### src/rtl/core2wb_pkg.sv
// Shared types and helpers for the core-to-Wishbone pipelined bridge.
//   core2wb_state_e : bridge state machine encoding
//   cnt_width()     : bits needed to hold values 0..max_val (min 1)
package core2wb_pkg;

  typedef enum logic [1:0] {
    StIdle,
    StBusy,
    StFlush
  } core2wb_state_e;

  function automatic int unsigned cnt_width(input int unsigned max_val);
    return (max_val < 1) ? 1 : $clog2(max_val + 1);
  endfunction

endpackage

### src/rtl/core2wb_watchdog.sv
// Hung-cycle watchdog for core2wb_pipe.
//   clk, rst_n : clock, asynchronous active-low reset
//   clear      : restart counting from zero (has priority over enable)
//   enable     : count this cycle
//   expired    : counter sits at TIMEOUT_CYCLES-1 while enabled and not cleared
module core2wb_watchdog
  import core2wb_pkg::*;
#(
  parameter int unsigned TIMEOUT_CYCLES = 1024
) (
  input  logic clk,
  input  logic rst_n,
  input  logic clear,
  input  logic enable,
  output logic expired
);

  localparam int unsigned WdW = cnt_width(TIMEOUT_CYCLES - 1);
  localparam logic [WdW-1:0] Limit = WdW'(TIMEOUT_CYCLES - 1);

  logic [WdW-1:0] count_q, count_d;

  always_comb begin
    count_d = count_q;
    if (clear) begin
      count_d = '0;
    end else if (enable && (count_q != Limit)) begin
      count_d = count_q + WdW'(1);
    end
  end

  always_ff @(posedge clk or negedge rst_n) begin
    if (!rst_n) begin
      count_q <= '0;
    end else begin
      count_q <= count_d;
    end
  end

  assign expired = enable & ~clear & (count_q == Limit);

endmodule

### src/rtl/core2wb_pipe.sv
// Ibex req/gnt/rvalid to Wishbone B4 pipelined bridge, up to MAX_OUTSTANDING in flight.
// Optional watchdog (macro CORE2WB_PIPE_TIMEOUT_EN) aborts hung cycles and answers every
// outstanding request with an error.
// Ports:
//   clk, rst_n                  clock, asynchronous active-low reset
//   core_req/we/be/addr/wdata   core request
//   core_gnt                    request accepted this cycle
//   core_rvalid/rdata/err       response, one pulse per grant
//   wb_cyc/stb/we/adr/sel/dat_o Wishbone master outputs (adr is the word address)
//   wb_dat_i/ack/err/stall      Wishbone slave responses
//   timeout                     one-cycle pulse when an abort begins
module core2wb_pipe
  import core2wb_pkg::*;
#(
  parameter int unsigned ADDR_WIDTH      = 32,
  parameter int unsigned DATA_WIDTH      = 32,
  parameter int unsigned MAX_OUTSTANDING = 2,
  parameter int unsigned TIMEOUT_CYCLES  = 1024,
  localparam int unsigned SEL_W          = DATA_WIDTH / 8,
  localparam int unsigned OFF_W          = $clog2(SEL_W)
) (
  input  logic                     clk,
  input  logic                     rst_n,
  input  logic                     core_req,
  input  logic                     core_we,
  input  logic [SEL_W-1:0]         core_be,
  input  logic [ADDR_WIDTH-1:0]    core_addr,
  input  logic [DATA_WIDTH-1:0]    core_wdata,
  output logic                     core_gnt,
  output logic                     core_rvalid,
  output logic [DATA_WIDTH-1:0]    core_rdata,
  output logic                     core_err,
  output logic                     wb_cyc,
  output logic                     wb_stb,
  output logic                     wb_we,
  output logic [ADDR_WIDTH-OFF_W-1:0] wb_adr,
  output logic [SEL_W-1:0]         wb_sel,
  output logic [DATA_WIDTH-1:0]    wb_dat_o,
  input  logic [DATA_WIDTH-1:0]    wb_dat_i,
  input  logic                     wb_ack,
  input  logic                     wb_err,
  input  logic                     wb_stall,
  output logic                     timeout
);

  localparam int unsigned CntW = cnt_width(MAX_OUTSTANDING);
  localparam logic [CntW-1:0] MaxCnt = CntW'(MAX_OUTSTANDING);

  core2wb_state_e state_q, state_d;
  logic [CntW-1:0] cnt_q, cnt_d;

  logic not_flush, full, cnt_nz, bus_resp, issue, resp;
  logic expired, flush_resp;

  assign not_flush = (state_q != StFlush);
  assign full      = (cnt_q >= MaxCnt);
  assign cnt_nz    = (cnt_q != '0);
  assign bus_resp  = wb_ack | wb_err;

  assign wb_stb   = core_req & ~full & not_flush;
  assign issue    = wb_stb & ~wb_stall;
  // Responses with nothing outstanding are stray and dropped.
  assign resp     = bus_resp & cnt_nz & not_flush;
  assign wb_cyc   = wb_stb | (cnt_nz & not_flush);
  assign core_gnt = issue;

  assign wb_we    = core_we;
  assign wb_sel   = core_be;
  assign wb_dat_o = core_wdata;
  assign wb_adr   = core_addr[ADDR_WIDTH-1:OFF_W];

  if (OFF_W > 0) begin : g_addr_lsb
    logic unused_addr_lsb;
    assign unused_addr_lsb = ^core_addr[OFF_W-1:0];
  end

`ifdef CORE2WB_PIPE_TIMEOUT_EN
  logic wd_clear, wd_enable;

  assign wd_clear  = bus_resp | ~cnt_nz | (state_q != StBusy);
  assign wd_enable = (state_q == StBusy) & cnt_nz;

  core2wb_watchdog #(
    .TIMEOUT_CYCLES(TIMEOUT_CYCLES)
  ) u_watchdog (
    .clk    (clk),
    .rst_n  (rst_n),
    .clear  (wd_clear),
    .enable (wd_enable),
    .expired(expired)
  );

  // FLUSH is only entered with cnt != 0, so each FLUSH cycle retires one request.
  assign flush_resp = (state_q == StFlush);
`else
  localparam int unsigned UnusedTimeoutCycles = TIMEOUT_CYCLES;
  assign expired    = 1'b0;
  assign flush_resp = 1'b0;
`endif

  assign timeout     = expired;
  assign core_rvalid = resp | flush_resp;
  assign core_err    = (resp & wb_err) | flush_resp;
  assign core_rdata  = flush_resp ? '0 : wb_dat_i;

  always_comb begin
    state_d = state_q;
    if (flush_resp) begin
      cnt_d = cnt_q - CntW'(1);
    end else begin
      cnt_d = cnt_q + CntW'(issue) - CntW'(resp);
    end

    unique case (state_q)
      StIdle: begin
        if (issue) state_d = StBusy;
      end
      StBusy: begin
        if (expired) begin
          state_d = StFlush;
        end else if (cnt_d == '0) begin
          state_d = StIdle;
        end
      end
      StFlush: begin
        if (cnt_d == '0) state_d = StIdle;
      end
      default: state_d = StIdle;
    endcase
  end

  always_ff @(posedge clk or negedge rst_n) begin
    if (!rst_n) begin
      state_q <= StIdle;
      cnt_q   <= '0;
    end else begin
      state_q <= state_d;
      cnt_q   <= cnt_d;
    end
  end

endmodule
### config.mk
export PLATFORM = sky130hd
export DESIGN_NAME = core2wb_pipe
export DESIGN_NICKNAME = d
export VERILOG_FILES = /design/src/rtl/core2wb_pkg.sv /design/src/rtl/core2wb_watchdog.sv /design/src/rtl/core2wb_pipe.sv
export SDC_FILE = /design/constraint.sdc
export NUM_CORES = 1
export LEC_CHECK = 0
export ABC_AREA = 1
export BUFFER_PORTS_ARGS = -buffer_cell sky130_fd_sc_hd__buf_2
export CORE_AREA = 2 2 83 85
export DETAILED_ROUTE_END_ITERATION = 10
export DIE_AREA = 0 0 85 87
export PLACE_DENSITY = 0.53
export SYNTH_ARGS = -nofsm -noshare
export SYNTH_HDL_FRONTEND = slang
export SYNTH_SLANG_ARGS = --single-unit
### constraint.sdc
create_clock -name clk -period 1.38 [get_ports clk]
set_clock_uncertainty 0.05 [all_clocks]
set_input_delay 0.276 -clock clk [delete_from_list [all_inputs] [get_ports clk]]
set_output_delay 0.276 -clock clk [all_outputs]
set_load 0.02 [all_outputs]
==> results of run 1 <==
cells in the final DEF (no fill, tap or decap):
master	instances
conb_1	1
dlygate4sd3_1	1
nor2_4	1
nand3_1	2
dfrtp_2	1
nor2_1	4
buf_2	9
dfrtp_1	1
nand2_1	4
clkbuf_8	3
inv_1	5
buf_4	1
ha_1	1
buf_6	1
nor3_4	1
o21ai_0	2
cell type report:
| type | instances | share of cell area |
|---|---|---|
| clock buffers | 3 | 0.109 |
| inverters | 5 | 0.0495 |
| multi-input cells | 16 | 0.248 |
| flip-flops and latches | 2 | 0.135 |
| well taps | 80 | 0.264 |
| repair buffers | 12 | 0.195 |
cells by family after synthesis:
logic type / synth area share
compound gates: 0.0112
fa+ha+maj: 0.0140
buf+inv: 0.860
flops: 0.0559
other cells: 0.00419
simple gates: 0.0545
worst reg2reg max path, stage by stage, from the launching register on:
cell and delay [ns]:
dfrtp_2 0.45, nor3_4 0.23, buf_4 0.13, ha_1 0.16
inv_1 0.04, nand3_1 0.07, nand2_1 0.05
power groups by stage:
stage	clock [mW]	combinational [mW]	sequential, mW
finish	0.224	0.262	0.144
global placement	0	0.232	0.122
global route	0.240	0.293	0.147
floorplan	0	0.580	0.112
detailed placement	0	0.235	0.122
CTS	0.233	0.250	0.127
layer usage:
metal,vias up,wire length [um],part of all wire,global-route usage
met5,-,0,0,0
met4,0,323,0.20,0.0823
met3,48,588,0.37,0.0635
met2,77,518,0.32,0.0313
met1,114,180,0.11,0.00905
li1,98,-,-,-
through the flow:
stage / setup WS, ns / setup TNS [ns] / total power, mW / std cells / hold slack [ns]
2_1_floorplan: 0.0359 / 0 / 0.693 / 123 / -0.0696
3_3_place_gp: 0.199 / 0 / 0.354 / 113 / 0.0133
3_5_place_dp: 0.181 / 0 / 0.357 / 113 / 0.0124
4_1_cts: 0.00186 / 0 / 0.610 / 118 / 0.321
5_1_grt: -0.00984 / -0.00984 / 0.680 / 118 / 0.336
6_report: 0.0268 / 0 / 0.630 / 118 / 0.326
path summary, 6_finish.rpt:
| check | start | endpoint | slack [ns] | depth (start not counted) |
|---|---|---|---|---|
| max | cnt_q[1] | core_gnt | 0.03 | 2 |
| min | rst_n | cnt_q[1] | 0.33 | 2 |
| max reg2reg | cnt_q[1] | cnt_q[1] | 0.08 | 6 |
| min reg2reg | cnt_q[1] | cnt_q[1] | 0.58 | 2 |
| max in group asynchronous | rst_n | cnt_q[1] | 0.85 | 2 |
| min in group clk | wb_ack | cnt_q[1] | 0.43 | 5 |
timing repair:
item,in CTS,in global routing
setup endpoints to repair,4,4
setup buffers,1,0
hold endpoints to repair,2,0
gates resized for setup,2,4
pin swaps,1,2
hold buffers,1,0
==> metrics, run 1 <==
die width=85 um; die area=approximately 7400 sq um; Num CTS Buffers=3; sequential fraction of design power=0.229; DR iter-0 viols=4; type of element capturing the critical path=primary output; Post-Syn Nets=between 200 and 250; syn_area_per_cell=7.27 sq um; Fin. Hold Viols=0; vias in the first global route=350; leading area contributor after synthesis=buf_4; # port buffers=10; cell area after layout=379 sq um; HP Class=in -> async; core area=approximately 6600 sq um; crit share post-route=0.981; post-route ant nets=0; Post-synth EDFFs=0; Largest register FFs=2; leakage power total=0.162 nW; detailed-route via count=about 340; CTS tree=yes; clk_lat worst skew=0.21 ns; fin util=0.0577; drt pass-1 iters=3; filler cell count=roughly 760; H-tree Lvls=1; CTS root buffer=clkbuf_8; Async SR Flop Fraction=1.00; most frequent cell after synthesis=buf_4; Max Buffers Root-to-Sink=2; Setup Viol. Count Final=0; Arrival @ worst endpoint=~1 ns; switch share=0.395; synth warn=0; Tot GR Track Use=0.0363; max cap viols=0; gpl congestion=0.667; CTS clk-pin slew, worst paths=0.03 ns; critical path peak fanout=6; max incr delay on CP=roughly 0.45 ns; internal power=381 uW; combinational fraction of design power=0.416; IO Pins=approximately 210; Placement Cell Area=approximately 300 sq um; max frequency=roughly 740 MHz; Synth top area share=0.839; Clock Power Share=0.355; area of the mapped netlist=895 sq um; Netlist cell types=10; main flop type after synthesis=dfrtp_1; Critical Path, Cell by Cell=nor3_4, buf_6; Seq cells post-synth=2; Power per Cell Area=1660 nW/um^2; FF+latch area=just over 50 sq um; unrepaired setup endpoints after global routing=yes; share of cells above drive strength 1=0.447; worst vdd ir=0.000758 V; biggest regs=cnt_q: 2 flops; Biggest register=cnt_q; startpoint type of the worst setup path=flop; initial core utilization=0.136; nets=148; Setup CP Type=reg -> out; sequential-to-total area share from yosys stat=0.0559; first-pass GRT wire length=slightly below 2 mm; largest net degree at the start of global routing=7; initial antenna violation count=0; area of the multi-input gates=about 94 sq um; Rows=30; CP Data Required Time=1.05 ns; Residual DRC=0; CP max-delay cell=dfrtp_2; Final Slew Violations=0; Antenna diodes=0; Commonest cells post-synth=buf_4 (100), inv_1 (5), nor2_1 (5); Vias per Instance=2.86; DR WL/cell=13.6 um; Die Ht=87 um; dominant cells by area after synthesis=buf_4 (84%), dfrtp_1 (5.6%), inv_1 (2.1%), nor2_1 (2.1%), nand2_1 (1.7%); status=finished clean; Crit path max-delay family=flip-flops; final WL=1.61 mm; Tmin final=1.35 ns; CTS Sinks=2; Area growth, synth to finish=-57.6%; Remaining Overflow, GRT=0; sw power=about 250 uW; CP Buf/Inv Count=1; Post-Synthesis Cells=between 100 and 150
Note: power is estimated with default switching activity, not from simulation.
==> run 2, diff against run 1 <==
--- a/config.mk
+++ b/config.mk
@@ -5,7 +5,6 @@
 export SDC_FILE = /design/constraint.sdc
 export NUM_CORES = 1
 export LEC_CHECK = 0
-export ABC_AREA = 1
 export BUFFER_PORTS_ARGS = -buffer_cell sky130_fd_sc_hd__buf_2
 export CORE_AREA = 2 2 83 85
 export DETAILED_ROUTE_END_ITERATION = 10
==> run 2 against run 1 <==
The flow now finishes with violations (setup timing). First-iteration DRC count stayed put. Via count is 2.7% higher. Sequential cell count stayed put. Synthesized area is 1.3% higher. Hold slack better by 0.024 ns. Die area stayed put. Wire length is 26% higher. Critical endpoint is now wb_cyc.
==> metrics, run 2 <==
final std cells w/o fill=116 (-1.7%); TNS Setup=-0.169 ns (-0.169 ns); die width=85 um (unchanged); initial core utilization=0.138 (+0.00171); cell area after layout=462 sq um (+22%); Residual DRC=0 (unchanged); Post-synth EDFFs=0 (unchanged); core area=6570 sq um (unchanged); first-pass GRT wire length=2.32 mm (+19%); gpl congestion=0.581 (-13%); FF+latch area=51.3 sq um (unchanged); Biggest register=cnt_q; Tot GR Track Use=0.0442 (+0.00790); CTS clk-pin slew, worst paths=0.03 ns (about the same); filler cell count=754 (-0.92%); commonest non-fill, non-tap cells in the layout=buf_2 (7), buf_4 (4), clkbuf_8 (3), buf_6 (3); Antenna diodes=0 (unchanged); internal power=379 uW (-0.63%); CTS Sinks=2 (unchanged); drt pass-1 iters=4 (+1); area of the mapped netlist=906 sq um (+1.3%); Largest register FFs=2 (unchanged); commonest non-fill, non-tap cell in the layout=buf_2; leading area contributor after synthesis=buf_4; HP Class=in -> async; Area growth, synth to finish=-49.0%; Post-Synthesis Cells=118 (-4.1%); Async SR Flop Fraction=1.00 (unchanged); DR WL/cell=17.4 um (+28%); met2 Usage GRT=0.0661 (+0.0348); Final Slew Violations=0 (unchanged); CP Data Required Time=1.05 ns (about the same); leakage power total=0.181 nW (+12%); failing checks=setup timing; nets=146 (-1.4%); vias in the first global route=368 (+5.1%); switch share=0.299 (-0.0961); cell count after placement=108 (-4.4%); crit share post-route=1.06 (+0.0772); M3 GR Usage=0.0626 (-0.000948); sw power=162 uW (-35%); slack of the critical path=-0.0797 ns (-0.107 ns); Num CTS Buffers=3 (unchanged); Max Buffers Root-to-Sink=2 (unchanged); status=finished with violations; Clock Power Share=0.426 (+0.071); Placement Cell Area=333 sq um (+11%); Remaining Overflow, GRT=0 (unchanged); Netlist cell types=12 (+2); Tot Pwr=540 uW (-14%); synth warn=0 (unchanged); sequential-to-total area share from yosys stat=0.0552 (-0.000695); Vias per Instance=2.98 (+4.4%); final WL=2.02 mm (+26%); die area=7400 sq um (unchanged); Rows=30 (unchanged); unrepaired setup endpoints after global routing=yes; max cap viols=0 (unchanged); Setup Viol. Count Final=3 (+3); Setup CP Type=reg -> out; biggest regs=cnt_q: 2 flops; type of element capturing the critical path=primary output; Post-Syn Nets=226 (-2.2%); H-tree Lvls=1 (unchanged); CTS tree=yes; syn_area_per_cell=7.68 sq um (+5.5%); Arrival @ worst endpoint=1.13 ns (+0.10 ns); most crowded layer after global routing=met4; dominant cells by area after synthesis=buf_4 (83%), dfrtp_1 (5.5%), nand2b_1 (2.1%), nor2b_1 (2.1%), ha_1 (1.4%); Synth top area share=0.829 (-0.0104); Die Ht=87 um (unchanged); combinational fraction of design power=0.410 (-0.006); max frequency=685 MHz (-7.3%); clk_lat worst skew=0.21 ns (about the same); most frequent cell after synthesis=buf_4; Fin. Hold Viols=0 (unchanged); Power per Cell Area=1170 nW/um^2 (-30%); DR iter-0 viols=4 (unchanged); area of the multi-input gates=160 sq um (+71%); Tmin final=1.46 ns (+0.107 ns); IO Pins=212 (unchanged); post-route ant nets=0 (unchanged); largest net degree at the start of global routing=6 (-1); main flop type after synthesis=dfrtp_1; Commonest cells post-synth=buf_4 (100), nand2b_1 (3), nor2_1 (3), nor2b_1 (3), dfrtp_1 (2); routing usage on met1=0.00962 (+0.000571); Seq cells post-synth=2 (unchanged); initial antenna violation count=0 (unchanged); # port buffers=10 (unchanged); CTS root buffer=clkbuf_8; share of cells above drive strength 1=0.722 (+0.275); worst vdd ir=0.000672 V (-11%); startpoint type of the worst setup path=flop; detailed-route via count=346 (+2.7%); sequential fraction of design power=0.164 (-0.065); critical path peak fanout=5 (-1)
==> run 2: kinds of logic after synthesis <==
kind of cell | count (synthesis) | share of synthesized area
simple gates | 11 | 0.0691
other cells | 1 | 0.00414
compound gates | 3 | 0.0290
fa+ha+maj | 1 | 0.0138
buf+inv | 100 | 0.829
flops | 2 | 0.0553
==> run 2: worst paths after layout <==
path                          start  endpoint  slack (ns)  depth (start not counted)
max in group asynchronous     rst_n  cnt_q[1]        0.82                          2
setup reg to reg           cnt_q[1]  cnt_q[1]           0                          5
hold reg to reg            cnt_q[0]  cnt_q[1]        0.67                          2
hold / removal                rst_n  cnt_q[1]        0.35                          2
min in group clk             wb_ack  cnt_q[1]        0.44                          3
setup / recovery           cnt_q[0]    wb_cyc       -0.08                          2
==> run 2: layout make-up <==
type / instances / share of cell area
flip-flops and latches: 2 / 0.111
clock buffers: 3 / 0.0894
multi-input cells: 16 / 0.347
repair buffers: 15 / 0.236
well taps: 80 / 0.217
==> run 2: metrics by stage <==
stage	utilization	hold WS (ns)	setup slack [ns]
after CTS	0.0640	0.326	-0.0744
after global routing	0.0703	0.361	-0.101
after global placement	0.0507	0.0153	0.000898
final	0.0703	0.350	-0.0797
after floorplan	-	-0.0696	-0.0295
after detailed placement	0.0507	0.0131	-0.0612
==> run 2: layer usage <==
metal	up-vias	wire, um	part of all wire
li1	97	-	-
met1	123	213	0.11
met2	90	931	0.46
met3	36	612	0.30
met4	0	265	0.13
met5	-	0	0
==> run 2: repair_timing <==
action	CTS	global route
gates resized for setup	6	7
setup endpoints to repair	3	5
endpoints found under the hold margin	2	0
pin swaps	2	3
hold buffers	1	0
buffers inserted	2	2
==> run 2: worst max-delay path, cell delays in order, from the launching register on <==
cell     delay, ns
dfrtp_1       0.41
or3_4         0.38
buf_6         0.14
==> run 2: power by group through the flow <==
stage	Sequential, mW	Clock, mW	Combinational [mW]
2_1_floorplan	0.0838	0	0.523
3_3_place_gp	0.0891	0	0.141
3_5_place_dp	0.0883	0	0.144
4_1_cts	0.0864	0.234	0.180
5_1_grt	0.0909	0.236	0.235
6_report	0.0887	0.230	0.222
==> run 3, diff against run 2 <==
--- a/config.mk
+++ b/config.mk
@@ -9,6 +9,7 @@
 export CORE_AREA = 2 2 83 85
 export DETAILED_ROUTE_END_ITERATION = 10
 export DIE_AREA = 0 0 85 87
+export GPL_ROUTABILITY_DRIVEN = 0
 export PLACE_DENSITY = 0.53
 export SYNTH_ARGS = -nofsm -noshare
 export SYNTH_HDL_FRONTEND = slang
==> constraint.sdc (replaced) <==
create_clock -name clk -period 1.4 [get_ports clk]
set_clock_uncertainty 0.05 [all_clocks]
set_input_delay 0.28 -clock clk [delete_from_list [all_inputs] [get_ports clk]]
set_output_delay 0.28 -clock clk [all_outputs]
set_load 0.02 [all_outputs]
==> run 3 against run 2 <==
The flow still finishes with violations (setup timing). Highest routed layer unchanged. Die area did not move. Combinational power shrank 20%. Setup slack better by 0.029 ns. Largest power group unchanged. First-iteration DRC count down 50%. Total power shrank 9.9%.
==> metrics, run 3 (same netlist as run 2, synthesis figures left out) <==
status=finished with violations; failing checks=setup timing; Critical Path, Cell by Cell=or3_1, buf_6; core area=6570 sq um (unchanged); CP max-delay cell=dfrtp_1; CP Data Required Time=1.07 ns (+0.02 ns); unrepaired setup endpoints after global routing=yes; biggest regs=cnt_q: 2 flops; crit share post-route=1.04; Setup CP Type=reg -> out; die area=7400 sq um (unchanged); final WL=1.93 mm (-4.6%); Setup Viol. Count Final=4 (+1); slack of the critical path=-0.0509 ns (+0.0287 ns); combinational fraction of design power=0.366 (-0.044); Tot Pwr=487 uW (-9.9%); HP Class=in -> async; routing usage on met1=0.0108 (+0.00113); initial core utilization=0.138 (unchanged); sw power=146 uW (-9.4%); CTS clk-pin slew, worst paths=0.03 ns (about the same); detailed-route via count=331 (-4.3%); Max Buffers Root-to-Sink=2 (unchanged); M3 GR Usage=0.0692 (+0.00664); CTS root buffer=clkbuf_8; IO Pins=212 (unchanged); die width=85 um (unchanged); met2 Usage GRT=0.0597 (-0.00639); most crowded layer after global routing=met3; Residual DRC=0 (unchanged); max incr delay on CP=0.40 ns (about the same); Fin. Hold Viols=0 (unchanged); H-tree Lvls=1 (unchanged); post-DP HPWL=1.57 mm; largest net degree at the start of global routing=6 (unchanged); startpoint type of the worst setup path=flop; type of element capturing the critical path=primary output; share of cells above drive strength 1=0.618 (-0.105); Clock Power Share=0.458 (+0.032); Vias per Instance=2.90 (-2.7%); max frequency=689 MHz; Rows=30 (unchanged); max cap viols=0 (unchanged); clk_lat worst skew=0.21 ns (about the same); switch share=0.301 (+0.00159); Num CTS Buffers=3 (unchanged); post-route ant nets=0 (unchanged); DR iter-0 viols=2 (-2); first-pass GRT wire length=2.21 mm (-4.7%); # port buffers=10 (unchanged); Antenna diodes=0 (unchanged); Arrival @ worst endpoint=1.12 ns (about the same); drt pass-1 iters=2 (-2); fin util=0.0642 (-0.00610); worst vdd ir=0.000894 V (+33%); Tmin final=1.45 ns; CTS Sinks=2 (unchanged); Largest register FFs=2 (unchanged); critical path peak fanout=5 (unchanged); Final Slew Violations=0 (unchanged); Tot GR Track Use=0.0424 (-0.00178); Power per Cell Area=1150 nW/um^2 (-1.3%); nets=144 (-1.4%); leakage power total=0.169 nW (-6.9%); commonest non-fill, non-tap cell in the layout=buf_2; internal power=341 uW (-10%); Biggest register=cnt_q; commonest non-fill, non-tap cells in the layout=buf_2 (8), nand2b_1 (3), clkbuf_8 (3); CTS tree=yes; DR WL/cell=16.9 um (-2.9%); Remaining Overflow, GRT=0 (unchanged); vias in the first global route=349 (-5.2%); sequential fraction of design power=0.176 (+0.012); Area growth, synth to finish=-53.5%; Die Ht=87 um (unchanged); initial antenna violation count=0 (unchanged); filler cell count=752 (-0.27%)
[run 3: cell count changes in the layout (fill, tap and decap cells not counted), sizes merged]
cell / before / now
buf: 14 / 12
[run 3: worst max-delay path: cells and delay by family, from the launching register on]
family                 cells  cell delay [ns]
DFF                        1             0.40
and+or+nand+nor            1             0.37
buffers and inverters      1             0.14
[run 3: per-layer routing]
layer / share of wire / vias to the layer above
met2: 0.42 / 92
li1: - / 94
met1: 0.13 / 111
met3: 0.31 / 34
met5: 0 / -
met4: 0.14 / 0
[run 3: final timing paths]
check / slack [ns] / depth (start not counted) / start / end
worst min-delay path: 0.35 / 2 / rst_n / cnt_q[1]
max in group asynchronous: 0.84 / 2 / rst_n / cnt_q[1]
min in group clk: 0.40 / 3 / wb_ack / cnt_q[1]
worst min register to register: 0.63 / 2 / cnt_q[0] / cnt_q[1]
worst max-delay path: -0.05 / 2 / cnt_q[0] / wb_cyc
worst max register to register: 0 / 5 / cnt_q[0] / cnt_q[1]
[run 3: per-stage QoR]
step           instances  setup WS [ns]  hold slack (ns)  setup TNS, ns  area, sq um
3_5_place_dp         108        -0.0182           0.0196        -0.0182          333
3_3_place_gp         108         0.0166           0.0192              0          333
2_1_floorplan        118       -0.00948          -0.0656       -0.00948          933
6_report             114        -0.0509            0.355         -0.120          422
4_1_cts              113        -0.0555            0.331         -0.152          405
5_1_grt              114        -0.0909            0.368         -0.356          422
[run 3: layout make-up]
cell class                 count  area (sq um)  area share
clock buffer                   3          41.3      0.0979
multi-input combinational     16           141       0.335
sequential                     2          51.3       0.122
tap                           80           100       0.237
timing repair buffer          13          87.6       0.208
[run 3: what timing repair did]
| action | 4_1_cts | 5_1_grt |
|---|---|---|
| hold buffers | 1 | 0 |
| setup endpoints to repair | 2 | 5 |
| hold endpoints to repair | 2 | 0 |
| pin swaps | 1 | 0 |
| resized for setup | 5 | 2 |
| buffers inserted | 1 | 1 |
[run 3: power by group through the flow]
stage / Combinational (mW) / Sequential [mW] / Clock (mW)
floorplan: 0.515 / 0.0826 / 0
global placement: 0.139 / 0.0874 / 0
detailed placement: 0.140 / 0.0878 / 0
CTS: 0.166 / 0.0853 / 0.227
global route: 0.192 / 0.0875 / 0.234
finish: 0.178 / 0.0856 / 0.223
